==> src/rtl/inst_encoder.sv <==
// RV32I instruction encoder: packs decoded fields back into a 32-bit word behind a small
// output FIFO. Illegal field combinations are replaced by a NOP and flagged.
package inst_encoder_pkg;
  typedef enum logic [2:0] {
    TYPE_R = 3'd0,
    TYPE_I = 3'd1,
    TYPE_S = 3'd2,
    TYPE_B = 3'd3,
    TYPE_U = 3'd4,
    TYPE_J = 3'd5
  } itype_e;

  localparam logic [6:0] OPC_LUI      = 7'b0110111;
  localparam logic [6:0] OPC_AUIPC    = 7'b0010111;
  localparam logic [6:0] OPC_JAL      = 7'b1101111;
  localparam logic [6:0] OPC_JALR     = 7'b1100111;
  localparam logic [6:0] OPC_BRANCH   = 7'b1100011;
  localparam logic [6:0] OPC_LOAD     = 7'b0000011;
  localparam logic [6:0] OPC_STORE    = 7'b0100011;
  localparam logic [6:0] OPC_OP_IMM   = 7'b0010011;
  localparam logic [6:0] OPC_OP       = 7'b0110011;
  localparam logic [6:0] OPC_MISC_MEM = 7'b0001111;
  localparam logic [6:0] OPC_SYSTEM   = 7'b1110011;

  localparam logic [31:0] INST_NOP = 32'h0000_0013;
endpackage

module inst_encoder
  import inst_encoder_pkg::*;
#(
  parameter int XLEN       = 32,
  parameter int FIFO_DEPTH = 2
) (
  input  logic            clk,
  input  logic            rst_n,
  input  logic            flush,
  input  logic            in_valid,
  output logic            in_ready,
  input  logic [2:0]      in_itype,
  input  logic [6:0]      in_opcode,
  input  logic [4:0]      in_rd,
  input  logic [4:0]      in_rs1,
  input  logic [4:0]      in_rs2,
  input  logic [2:0]      in_funct3,
  input  logic [6:0]      in_funct7,
  input  logic [XLEN-1:0] in_imm,
  output logic            out_valid,
  input  logic            out_ready,
  output logic [31:0]     out_inst,
  output logic            out_err,
  output logic [15:0]     enc_count,
  output logic [15:0]     err_count
);

  localparam int PTR_W = (FIFO_DEPTH > 1) ? $clog2(FIFO_DEPTH) : 1;
  localparam int CNT_W = PTR_W + 1;

  typedef struct packed {
    logic [31:0] inst;
    logic        err;
  } entry_t;

  // ---------------- combinational encode + legality ----------------
  itype_e      op_type;
  logic        op_known;
  logic        type_known;
  logic        imm_ok;
  logic        illegal;
  logic [31:0] raw_inst;
  entry_t      enc_entry;

  always_comb begin
    // NOTE: every always_comb output gets a default first so no path can infer a latch.
    op_type  = TYPE_I;
    op_known = 1'b1;
    case (in_opcode)
      OPC_LUI, OPC_AUIPC: op_type = TYPE_U;
      OPC_JAL:            op_type = TYPE_J;
      OPC_BRANCH:         op_type = TYPE_B;
      OPC_STORE:          op_type = TYPE_S;
      OPC_OP:             op_type = TYPE_R;
      OPC_LOAD, OPC_OP_IMM, OPC_JALR, OPC_MISC_MEM, OPC_SYSTEM: op_type = TYPE_I;
      default:            op_known = 1'b0;
    endcase
  end

  always_comb begin
    raw_inst   = INST_NOP;
    type_known = 1'b1;
    imm_ok     = 1'b0;
    // Immediate must be a sign-extension of exactly the bits the format can carry.
    case (in_itype)
      TYPE_R: begin
        raw_inst = {in_funct7, in_rs2, in_rs1, in_funct3, in_rd, in_opcode};
        imm_ok   = 1'b1;
      end
      TYPE_I: begin
        raw_inst = {in_imm[11:0], in_rs1, in_funct3, in_rd, in_opcode};
        imm_ok   = (&in_imm[31:11]) || !(|in_imm[31:11]);
      end
      TYPE_S: begin
        raw_inst = {in_imm[11:5], in_rs2, in_rs1, in_funct3, in_imm[4:0], in_opcode};
        imm_ok   = (&in_imm[31:11]) || !(|in_imm[31:11]);
      end
      TYPE_B: begin
        raw_inst = {in_imm[12], in_imm[10:5], in_rs2, in_rs1, in_funct3,
                    in_imm[4:1], in_imm[11], in_opcode};
        imm_ok   = ((&in_imm[31:12]) || !(|in_imm[31:12])) && !in_imm[0];
      end
      TYPE_U: begin
        raw_inst = {in_imm[31:12], in_rd, in_opcode};
        imm_ok   = !(|in_imm[11:0]);
      end
      TYPE_J: begin
        raw_inst = {in_imm[20], in_imm[10:1], in_imm[11], in_imm[19:12], in_rd, in_opcode};
        imm_ok   = ((&in_imm[31:20]) || !(|in_imm[31:20])) && !in_imm[0];
      end
      default: type_known = 1'b0;
    endcase
  end

  assign illegal        = !type_known || !op_known || (in_itype != op_type) || !imm_ok;
  assign enc_entry.inst = illegal ? INST_NOP : raw_inst;
  assign enc_entry.err  = illegal;

  // ---------------- output FIFO ----------------
  entry_t             mem [FIFO_DEPTH];
  logic [PTR_W-1:0]   wr_ptr;
  logic [PTR_W-1:0]   rd_ptr;
  logic [CNT_W-1:0]   count;
  logic               full;
  logic               push;
  logic               pop;

  assign full      = (count == CNT_W'(FIFO_DEPTH));
  assign in_ready  = !full;
  assign out_valid = (count != '0);
  assign push      = in_valid && in_ready && !flush;
  assign pop       = out_valid && out_ready;
  assign out_inst  = mem[rd_ptr].inst;
  assign out_err   = mem[rd_ptr].err;

  // NOTE: the storage is reset on purpose so out_inst/out_err read 0 straight out of reset.
  always_ff @(posedge clk or negedge rst_n) begin
    if (!rst_n) begin
      for (int i = 0; i < FIFO_DEPTH; i++) mem[i] <= '0;
    end else if (push) begin
      // NOTE: state is updated with non-blocking assignments so all flops sample together.
      mem[wr_ptr] <= enc_entry;
    end
  end

  always_ff @(posedge clk or negedge rst_n) begin
    if (!rst_n) begin
      wr_ptr <= '0;
      rd_ptr <= '0;
      count  <= '0;
    end else if (flush) begin
      wr_ptr <= '0;
      rd_ptr <= '0;
      count  <= '0;
    end else begin
      if (push) wr_ptr <= wr_ptr + PTR_W'(1);
      if (pop)  rd_ptr <= rd_ptr + PTR_W'(1);
      case ({push, pop})
        2'b10:   count <= count + CNT_W'(1);
        2'b01:   count <= count - CNT_W'(1);
        default: count <= count;
      endcase
    end
  end

  // Statistics survive flush; only reset clears them.
  always_ff @(posedge clk or negedge rst_n) begin
    if (!rst_n) begin
      enc_count <= '0;
      err_count <= '0;
    end else if (push) begin
      enc_count <= enc_count + 16'd1;
      if (illegal && err_count != 16'hFFFF) err_count <= err_count + 16'd1;
    end
  end

endmodule

==> config.mk <==
export PLATFORM = sky130hd
export DESIGN_NAME = inst_encoder
export DESIGN_NICKNAME = d
export VERILOG_FILES = /design/src/rtl/inst_encoder.sv
export SDC_FILE = /design/constraint.sdc
export NUM_CORES = 1
export LEC_CHECK = 0
export CAP_MARGIN = 25
export CORE_UTILIZATION = 49
export CTS_CLUSTER_DIAMETER = 60
export DETAILED_ROUTE_END_ITERATION = 12
export GPL_TIMING_DRIVEN = 0
export PLACE_DENSITY = 0.79
export SYNTH_ARGS = -nofsm -noshare
export SYNTH_HDL_FRONTEND = slang
export SYNTH_SLANG_ARGS = --single-unit
==> constraint.sdc <==
create_clock -name clk -period 2.2 [get_ports clk]
set_input_delay 0.44 -clock clk [delete_from_list [all_inputs] [get_ports clk]]
set_output_delay 0.44 -clock clk [all_outputs]
set_load 0.1 [all_outputs]
==> results of run 1 <==
[Yosys cell counts, types with 2 or more instances]
cell type  number  area share [%]
nor3_1          4            0.37
dfrtp_1       102              47
o31ai_1        50             7.0
and3_1          8            0.93
xnor2_1        25             4.1
o22a_1          7             1.1
o22ai_1         2            0.23
nor2b_1        12             1.4
nor2_1         28             2.0
clkbuf_1       23             1.6
nand2b_1        6            0.70
or2_2           5            0.58
inv_1          14            0.98
a21oi_1        19             1.8
mux2i_1         4            0.75
nand4_1        12             1.4
and4_1          2            0.33
and2_1          4            0.47
buf_1           4            0.28
nor4_1          7            0.81
a22oi_1        22             3.1
or4_1           2            0.28
nand2_1        84             5.9
o21ai_0        18             1.7
mux2_2         38             8.0
xor2_1          8             1.3
nand3_1        16             1.5
buf_6           4            0.84
ha_1            2            0.47
[report_power, final]
group	total [mW]	internal, mW	switching (mW)	leakage, nW
Clock	1.12	0.429	0.690	0.0860
Combinational	1.69	0.430	1.26	1.95
Sequential	2.15	2.00	0.146	1.35
[registers in the layout, summed over array words and instances (netlist names)]
register,flops
mem,66
enc_count,16
err_count,16
count,2
rd_ptr,1
wr_ptr,1
[worst max path at each step]
stage            startpoint             to  slack (ns)  cells past startpoint
6_report             rd_ptr   out_inst[24]        0.02                      3
5_1_grt          in_imm[26]        mem[26]       -0.04                      9
4_1_cts              rd_ptr   out_inst[30]       0.003                      3
3_5_place_dp   in_opcode[2]        mem[60]       -0.98                      9
3_3_place_gp          rst_n  err_count[14]       -3.31                      1
2_1_floorplan  err_count[7]   err_count[1]       0.005                      7
[area by class of cell]
class	count	area (µm²)	area share, %
Tap cell	136	170.2	2.260
Clock inverter	5	45.04	0.5981
Sequential cell	102	2567	34.09
Clock buffer	11	131.4	1.744
Buffer	32	212.7	2.824
Inverter	15	63.81	0.8473
Timing Repair Buffer	152	1348	17.89
Multi-Input combinational cell	400	2993	39.74
[timing repair]
item	CTS	global route
cloned	3	0
pin swaps	16	25
setup buffers	5	7
gates resized for setup	303	127
setup endpoints to repair	151	111
[logic make-up (layout without fill, tap and decap cells)]
logic type / Yosys count / after routing
multiplexers: 42 / 42
XOR/XNOR: 33 / 33
buffers and inverters: 48 / 215
AND/OR/NAND/NOR: 197 / 197
flip-flops: 102 / 102
AO/OA/AOI/OAI: 126 / 126
adder cells (fa/ha/maj): 2 / 2
[routing by layer]
| layer | vias to the layer above | global-route usage [%] | wire length [µm] |
|---|---|---|---|
| met1 | 2533 | 38.63 | 6875 |
| li1 | 2297 | - | - |
| met3 | 33 | 2.918 | 840 |
| met4 | 0 | 11.45 | 375 |
| met5 | - | 0 | 0 |
| met2 | 179 | 46.91 | 7905 |
[critical path: stages (launching register included)]
cell and delay (ns):
dfrtp_2 0.49, buf_6 0.19, mux2_2 0.24, buf_2 0.42
==> results.ini, run 1 <==
[run_status]
outcome = finished clean

[floorplanning]
placementRows = 37
die_x_um = 106.7
pin_count = 139
start_util_pct = 51.36
fp.dieH_um = 106.7
dieArea_mm2 = 0.01139
core_area_mm2 = 0.01046

[placed_design]
hpwl_um = 11400
portBuffers = 137
placed_cells = 824
dp_slack_ns = -0.9811
place_congestion = 0.9203
placed_area_mm2 = 0.006960

[setup_path]
reg2reg_from = count[0]
ff2ff_path_depth = 7
path_max_fanout = 10
endpoint_kind = output pin
cp.required_ns = 1.76
reg2reg_slack_ns = 0.16
path_class = reg -> out
r2r_end = mem[19]
crit_arrival_ns = 1.74
cp-start-kind = flop

[sta]
min_period_over_period_pct = 98.87
hold_violations = 0
skew_ns = 0.01563
setup_violations = 0
rsz0062_at_grt = yes
max_slew_margin_pct = 35.96
fin_ws_ns = 0.02493
fin_hold_ws_ns = 0.03434
max_freq_ghz = 0.4598
tns_ns = 0
fin_crit_ns = 2.175
worst_pin_slew_ns = 0.9645
finalMaxSlewViolations = 0

[synth]
yosys_warnings = 0
synth-edff-count = 0
synth-seq-area-share_pct = 47.50
synth-compound-area-share_pct = 16.32
synth-async-reset-ratio_pct = 100.0
synth_top_family_by_area = simple AND/OR/NAND/NOR gates
syn_nets = 624
synth_xor_area_share_pct = 5.378
yosys.area_share.simple_pct = 17.67
synthAdderAreaFrac_pct = 0.4657
synth.area.mux_share_pct = 8.708
ys_ff_latch = 102
synth_area_mm2 = 0.005374
synth_ff_type = dfrtp_1
yosysUniqueCellTypes = 47
synthCells = 550
synth_area_per_cell_um2 = 9.771

[clock_tree]
cts_buffers = 9
htreeDepth = 3
worstSkewPairLatency_ns = 0.38
root_buffer = clkbuf_8
cts.clk_slew.worst_paths_ns = 0.11
cts.sinks = 102
tritoncts = done
cts.path.max_buffers = 2
cts_hold_buf = 0

[drt]
drtPass1Iterations = 5
via_count = 5042
drt_first_iter_violations = 261
routed_wl_um = 16000
detail_route.wl_per_cell_um = 18.75
vias_per_cell = 5.911
ant_nets = 0
drc_errors = 0

[power_and_ir_drop]
power_mw = 4.954
p_leak_nw = 3.379
peakVddDrop_mv = 0.5752
power_density_mw_per_mm2 = 657.8

[final_layout]
layout.cells.non_filler = 853
n_antenna_cell = 0
layout-drive-gt1-share_pct = 29.43
n_fill_cell = 800
final_nets = 786
layout_commonest_cell = dfrtp_1
fin_area_mm2 = 0.007531
final_cell_mix = 90 x dfrtp_1, 83 x nand2_1, 38 x mux2_2, 37 x dlygate4sd2_1, 31 x clkdlybuf4s50_1
postLayoutCoreUtil_pct = 71.98
areaGrowthSynthToFinish_pct = 40.14

[grt]
grt_use_total_pct = 28.46
grt_pass1_wl_um = 25170
grt_max_degree = 61
antenna_found_initial = 0
grt_pass1_vias = 5051
gr-total-overflow = 0

[job]
cap_violations = 0

[min_path]
hold_path.class = in -> async

Note: power is estimated with default switching activity, not from simulation.
==> run 2, diff against run 1 <==
Clock period 2.2 ns to 2.45 ns, I/O delays scaled along.
==> results.ini, run 2 (synthesis gave the netlist of run 1 again) <==
[grt]
grt_pass1_wl_um = 24630
grt_pass1_vias = 4976
gr-total-overflow = 0
grt_max_degree = 55
antenna_found_initial = 0
grt_use_total_pct = 28.07

[floorplanning]
fp.dieH_um = 106.7
core_area_mm2 = 0.01046
start_util_pct = 51.36
placementRows = 37
die_x_um = 106.7
dieArea_mm2 = 0.01139
pin_count = 139

[drt]
via_count = 4930
ant_nets = 0
detail_route.wl_per_cell_um = 18.71
routed_wl_um = 15790
drc_errors = 0
drt_first_iter_violations = 225
drtPass1Iterations = 5
vias_per_cell = 5.841

[final_layout]
areaGrowthSynthToFinish_pct = 37.32
top_regs = mem: 66 flops, enc_count: 16 flops, err_count: 16 flops
top_register = mem
postLayoutCoreUtil_pct = 70.53
final_nets = 777
final_cell_mix = 98 x dfrtp_1, 84 x nand2_1, 47 x clkdlybuf4s50_1, 38 x mux2_2, 30 x buf_2
layout_commonest_cell = dfrtp_1
n_antenna_cell = 0
layout-drive-gt1-share_pct = 22.88
largest_reg_flops = 66

[sta]
hold_violations = 0
finalMaxSlewViolations = 0
worst_pin_slew_ns = 0.9745
fin_ws_ns = 0.03850
max_freq_ghz = 0.4147
max_slew_margin_pct = 34.93
setup_violations = 0
min_period_over_period_pct = 98.43
tns_ns = 0
fin_crit_ns = 2.411
skew_ns = 0.01178

[power_and_ir_drop]
peakVddDrop_mv = 0.6193
p_seq_share_pct = 42.1
p_leak_nw = 3.492
internal_power_mw = 2.680
switching_share_pct = 41.44
switchingPower_mw = 1.896
power_density_mw_per_mm2 = 620.1
combinationalPowerShare_pct = 32.9
clkPwrFrac_pct = 25.0

[clock_tree]
tritoncts = done
cts.clk_slew.worst_paths_ns = 0.11
root_buffer = clkbuf_8
cts.path.max_buffers = 2
cts.sinks = 102
cts_hold_buf = 0
worstSkewPairLatency_ns = 0.39
cts_buffers = 9
htreeDepth = 3

[min_path]
hold_path.class = in -> async

[setup_path]
cp-start-kind = input port
crit_arrival_ns = 2.71
path_class = in -> reg
reg2reg_slack_ns = 0.26
cp-startpoint = in_imm[13]
path_max_fanout = 6
cp.required_ns = 2.75
endpoint_kind = flop
reg2reg_from = count[1]

[placed_design]
portBuffers = 137
dp_slack_ns = -0.7939
place_congestion = 0.9617
hpwl_um = 11430

[run_status]
outcome = finished clean

[job]
cap_violations = 0

## run 2: final cells by class
cell class                 count  area, µm²
buffer                        32      187.7
clock buffer                   9      123.9
clock inverter                 7      87.58
fill                         840       3083
inverter                      15      56.30
multi-input combinational    400       2883
sequential                   102       2557
tap                          136      170.2
timing repair buffer         143       1314
## run 2: stage by stage
stage               total power [mW]  hold WS (ns)  area, µm²  instances
detailed placement             3.499        0.4475       6945        824
global route                   4.737        0.1614       7380        844
CTS                            4.577        0.1335       7138        844
global placement               3.462        0.4441       6920        823
finish                         4.576        0.1272       7380        844
floorplan                      2.987        0.1944       5379        550
## run 2: repair_timing
action | in CTS | in global routing
setup buffers | 4 | 0
gates cloned | 1 | 0
pin swaps | 5 | 13
gates resized for setup | 220 | 76
endpoints found under the setup margin | 133 | 95
## run 2: worst paths after layout
| path | endpoint | cells after the start |
|---|---|---|
| max in group asynchronous | mem[20] | 2 |
| setup / recovery | mem[36] | 9 |
| setup reg to reg | mem[36] | 6 |
| min in group clk | enc_count[15] | 1 |
| hold reg to reg | enc_count[15] | 1 |
| hold / removal | err_count[10] | 1 |
## run 2: power by group through the flow
stage | Clock (mW) | Sequential [mW] | Combinational [mW]
2_1_floorplan | 0 | 2.58 | 0.403
3_3_place_gp | 0 | 1.95 | 1.51
3_5_place_dp | 0 | 1.96 | 1.54
4_1_cts | 1.15 | 1.93 | 1.49
5_1_grt | 1.22 | 1.95 | 1.57
6_report | 1.14 | 1.93 | 1.51
## run 2: per-layer routing
metal  GRT usage (%)  routed length, µm  vias to the layer above
met1           35.75               6509                     2412
li1                -                  -                     2286
met2           47.70               8020                      195
met4           10.67                377                        0
met3           4.863                886                       37
met5               0                  0                        -
## run 2: critical path: stages
cell	delay (ns)
dlygate4sd2_1	0.27
or4_4	0.56
nor2_4	0.10
nand3b_1	0.10
a211oi_2	0.30
o311ai_4	0.23
buf_6	0.18
or2_2	0.29
o21ai_0	0.19
==> variant 1, RTL diff (settings of run 1) <==
Set the parameter `FIFO_DEPTH` to 1 (it was 2).
--- a/src/rtl/inst_encoder.sv
+++ b/src/rtl/inst_encoder.sv
@@ -31,3 +31,3 @@
   parameter int XLEN       = 32,
-  parameter int FIFO_DEPTH = 2
+  parameter int FIFO_DEPTH = 1
 ) (
Behaviour: not the same (a bounded check fails within 4 cycles, from zero or initial values and one cycle with rst_n low).
==> variant 1 against run 1 <==
Cell area down 23%. Total power down 2.7%. Routed wire length down 27%. Register-to-register slack worse by 0.04 ns. Worst setup slack better by 0.050 ns. Area after synthesis down 29%. Fmax up 2.4%. Non-clock buffer count down 17. Sequential cell count down 34. Critical path type unchanged.
==> variant 1: results (changes against run 1) <==
nNonClkBuffers: 167  # was 184
crit_family: "buffers and inverters"  # unchanged
slowest_stage: "dlygate4sd2_1"  # was dfrtp_2
clkbuf_count: 10  # was 11
grt_util_met2: 0.498  # was 0.469
setup_ws_ns: 0.0753  # was 0.0249 ns
dpl.hpwl_mm: 8.39  # was 11.4 mm
ys_top_cells_by_count: "dfrtp_1, nand2_1, xnor2_1"  # was dfrtp_1, nand2_1, o31ai_1
rrSetupSlack_ns: 0.12  # was 0.16 ns
rr_startpoint: "count[1]"  # was count[0]
sh_seq_area: 0.298  # was 0.341
stdcell_count: 661  # was 853
grt_pass1_vias: 3709  # was 5051
dr_total_vias: 3781  # was 5042
routed_wl_mm: 11.7  # was 16.0 mm
gp_congestion: 0.962  # was 0.920
post-place-ws_ns: -0.771  # was -0.981 ns
drt-initial-drc-count: 184  # was 261
synth.distinct_cells: 40  # was 47
largestRegisters: "mem x33, enc_count x16, err_count x16"  # was mem x66, enc_count x16, err_count x16
multi_input_area_share: 0.364  # was 0.397
numClockSinks: 68  # was 102
place_area_um2: 5300  # was 6960 µm²
synth_area_per_cell_um2: 9.45  # was 9.77 µm²
synth_seq_area_share: 0.448  # was 0.475
pg_clk_w: 0.00137  # was 0.00112 W
clock_latency_ns: 0.34  # was 0.38 ns
tightest_slew_ns: 1.04  # was 0.964 ns
p_seq_frac: 0.317  # was 0.434
finClkSkew_ns: 0.0124  # was 0.0156 ns
n_all_inverters: 12  # was 15
grt_pass1_wl_mm: 18.5  # was 25.2 mm
multi_input_gates: 299  # was 400
p_int_w: 0.00274  # was 0.00286 W
area_share_nonclk_buffers: 0.264  # was 0.207
place_inst: 637  # was 824
ys_top_cells_by_area: "dfrtp_1, xnor2_1, o31ai_2"  # was dfrtp_1, mux2_2, o31ai_1
cp_max_fo: 5  # was 10
port_buffers: 136  # was 137
crit_arrival_ns: 1.68  # was 1.74 ns
wl_met1_mm: 4.69  # was 6.88 mm
syn_area_um2: 3800  # was 5370 µm²
area_delta_synth_final_pct: 51.9  # was 40.1%
use_met1: 0.362  # was 0.386
post_cts_resized: 129  # was 303
initial_core_util: 0.515  # was 0.514
track_usage: 0.287  # was 0.285
grt_max_degree: 69  # was 61
crit_start: "err_count[13]"  # was rd_ptr
drive_gt1_frac: 0.187  # was 0.294
cts.clk_slew.worst_paths_ns: 0.08  # was 0.11 ns
routed-wl-met3_um: 687  # was 840 µm
reg2regPathDepth: 9  # was 7
nets: 633  # was 786
max_stage_delay_ns: 0.89  # was 0.49 ns
status: "complete, no violations"  # unchanged
variant 1: cell types whose count changed after synthesis, sizes merged, moves of 7 or more:
cell          run 1  this run
o22a              7         0
mux2             38         1
dfrtp           102        68
nand2            84        65
nor2             28        18
xnor2            25        33
o31ai            50        20
variant 1: cells by family after synthesis:
group,after synthesis,synth area share
flip-flops,68,0.448
multiplexers,5,0.0135
AO/OA/AOI/OAI,92,0.193
buffers and inverters,35,0.0409
XOR/XNOR,35,0.0807
AND/OR/NAND/NOR,163,0.210
adder cells (fa/ha/maj),4,0.0132
variant 1: how the worst min path moves through the flow:
stage	from	endpoint	slack [ns]	cells past startpoint
6_report	rst_n	mem[16]	0.20	1
5_1_grt	rst_n	mem[16]	0.27	1
3_5_place_dp	mem[2]	mem[2]	0.46	1
3_3_place_gp	mem[2]	mem[2]	0.45	1
2_1_floorplan	rst_n	count[0]	0.14	0
4_1_cts	rst_n	enc_count[10]	0.22	1
==> variant 2, RTL diff (flow settings as in run 1) <==
Made on the original files. Put one more register stage on the output `enc_count`, without a reset. The value now appears one clock later. The other outputs are not delayed to match.
--- a/src/rtl/inst_encoder.sv
+++ b/src/rtl/inst_encoder.sv
@@ -61,2 +61,4 @@
   } entry_t;
+
+  logic [15:0] enc_count_s0;
 
@@ -175,6 +177,6 @@
     if (!rst_n) begin
-      enc_count <= '0;
+      enc_count_s0 <= '0;
       err_count <= '0;
     end else if (push) begin
-      enc_count <= enc_count + 16'd1;
+      enc_count_s0 <= enc_count_s0 + 16'd1;
       if (illegal && err_count != 16'hFFFF) err_count <= err_count + 16'd1;
@@ -183,2 +185,6 @@
 
+  always_ff @(posedge clk) begin
+    enc_count <= enc_count_s0;
+  end
+
 endmodule
Formal check against the unedited RTL: not equivalent (Yosys sat finds a counterexample within 4 cycles, from zero or initial values and one cycle with rst_n low).
==> variant 2 against run 1 <==
Sequential cell count is 16 higher. Routed wire length is 0.17% lower. Non-clock buffer count is 6 lower. Cell area is 2.9% higher. Area after synthesis is 3.3% higher. First-iteration DRC count is 23% higher. Total power is 36% higher. Worst setup slack better by 0.0040 ns. Largest power group is now clock.
==> variant 2: results (changes against run 1) <==
synth_xor_area_frac: 0.0536  # was 0.0538
muxShareOfSynthArea: 0.0755  # was 0.0871
status: "complete, no violations"  # unchanged
port_buffers: 136  # was 137
gp_congestion: 0.962  # was 0.920
grt_max_degree: 74  # was 61
grt_pass1_vias: 5106  # was 5051
cts_buffers: 17  # was 9
routed-wl-met3_mm: 1.08  # was 840 µm
setup_ws_ns: 0.0289  # was 0.0249 ns
cts_setup_buffers: 4  # was 5
ys_async_sr_fraction: 0.864  # was 1.00
hold_slack_ns: 0.331  # was 0.0343 ns
via_per_inst: 5.68  # was 5.91
grt_pass1_wl_mm: 25.4  # was 25.2 mm
place_inst: 852  # was 824
cts.clk_slew.worst_paths_ns: 0.06  # was 0.11 ns
use_met3: 0.0759  # was 0.0292
post_cts_resized: 312  # was 303
p_int_w: 0.00437  # was 0.00286 W
critPathCapture: "out_inst[7]"  # was out_inst[24]
ys_top_cells_by_count: "nand2_1, dfrtp_1, o21ai_0"  # was dfrtp_1, nand2_1, o31ai_1
place_area_um2: 7150  # was 6960 µm²
dpl.hpwl_mm: 11.5  # was 11.4 mm
nets: 813  # was 786
[variant 2: cell count changes after synthesis, moves of 8 or more]
cell / run 1 / this run
nor2b_1: 12 / 0
o31ai_1: 50 / 0
a22o_1: 0 / 8
a21oi_1: 19 / 8
dfxtp_1: 0 / 16
nand2_1: 84 / 118
o21ai_0: 18 / 71
[variant 2: layout make-up]
class | count | area (µm²)
flip-flops and latches | 118 | 2900
multi-input cells | 415 | 2600
inverters | 9 | 33.8
well taps | 140 | 175
repair buffers | 147 | 1300
clock inverters | 14 | 128
clock buffers | 18 | 439
plain buffers | 31 | 171
fillers | 818 | 3190
[variant 2: power by group through the flow]
stage                     clock (W)  sequential (W)  combinational (W)
after floorplan                   0         0.00324           0.000458
after global placement            0         0.00253            0.00169
after detailed placement          0         0.00255            0.00170
after CTS                   0.00262         0.00252            0.00164
after global routing        0.00272         0.00254            0.00172
final                       0.00259         0.00252            0.00165
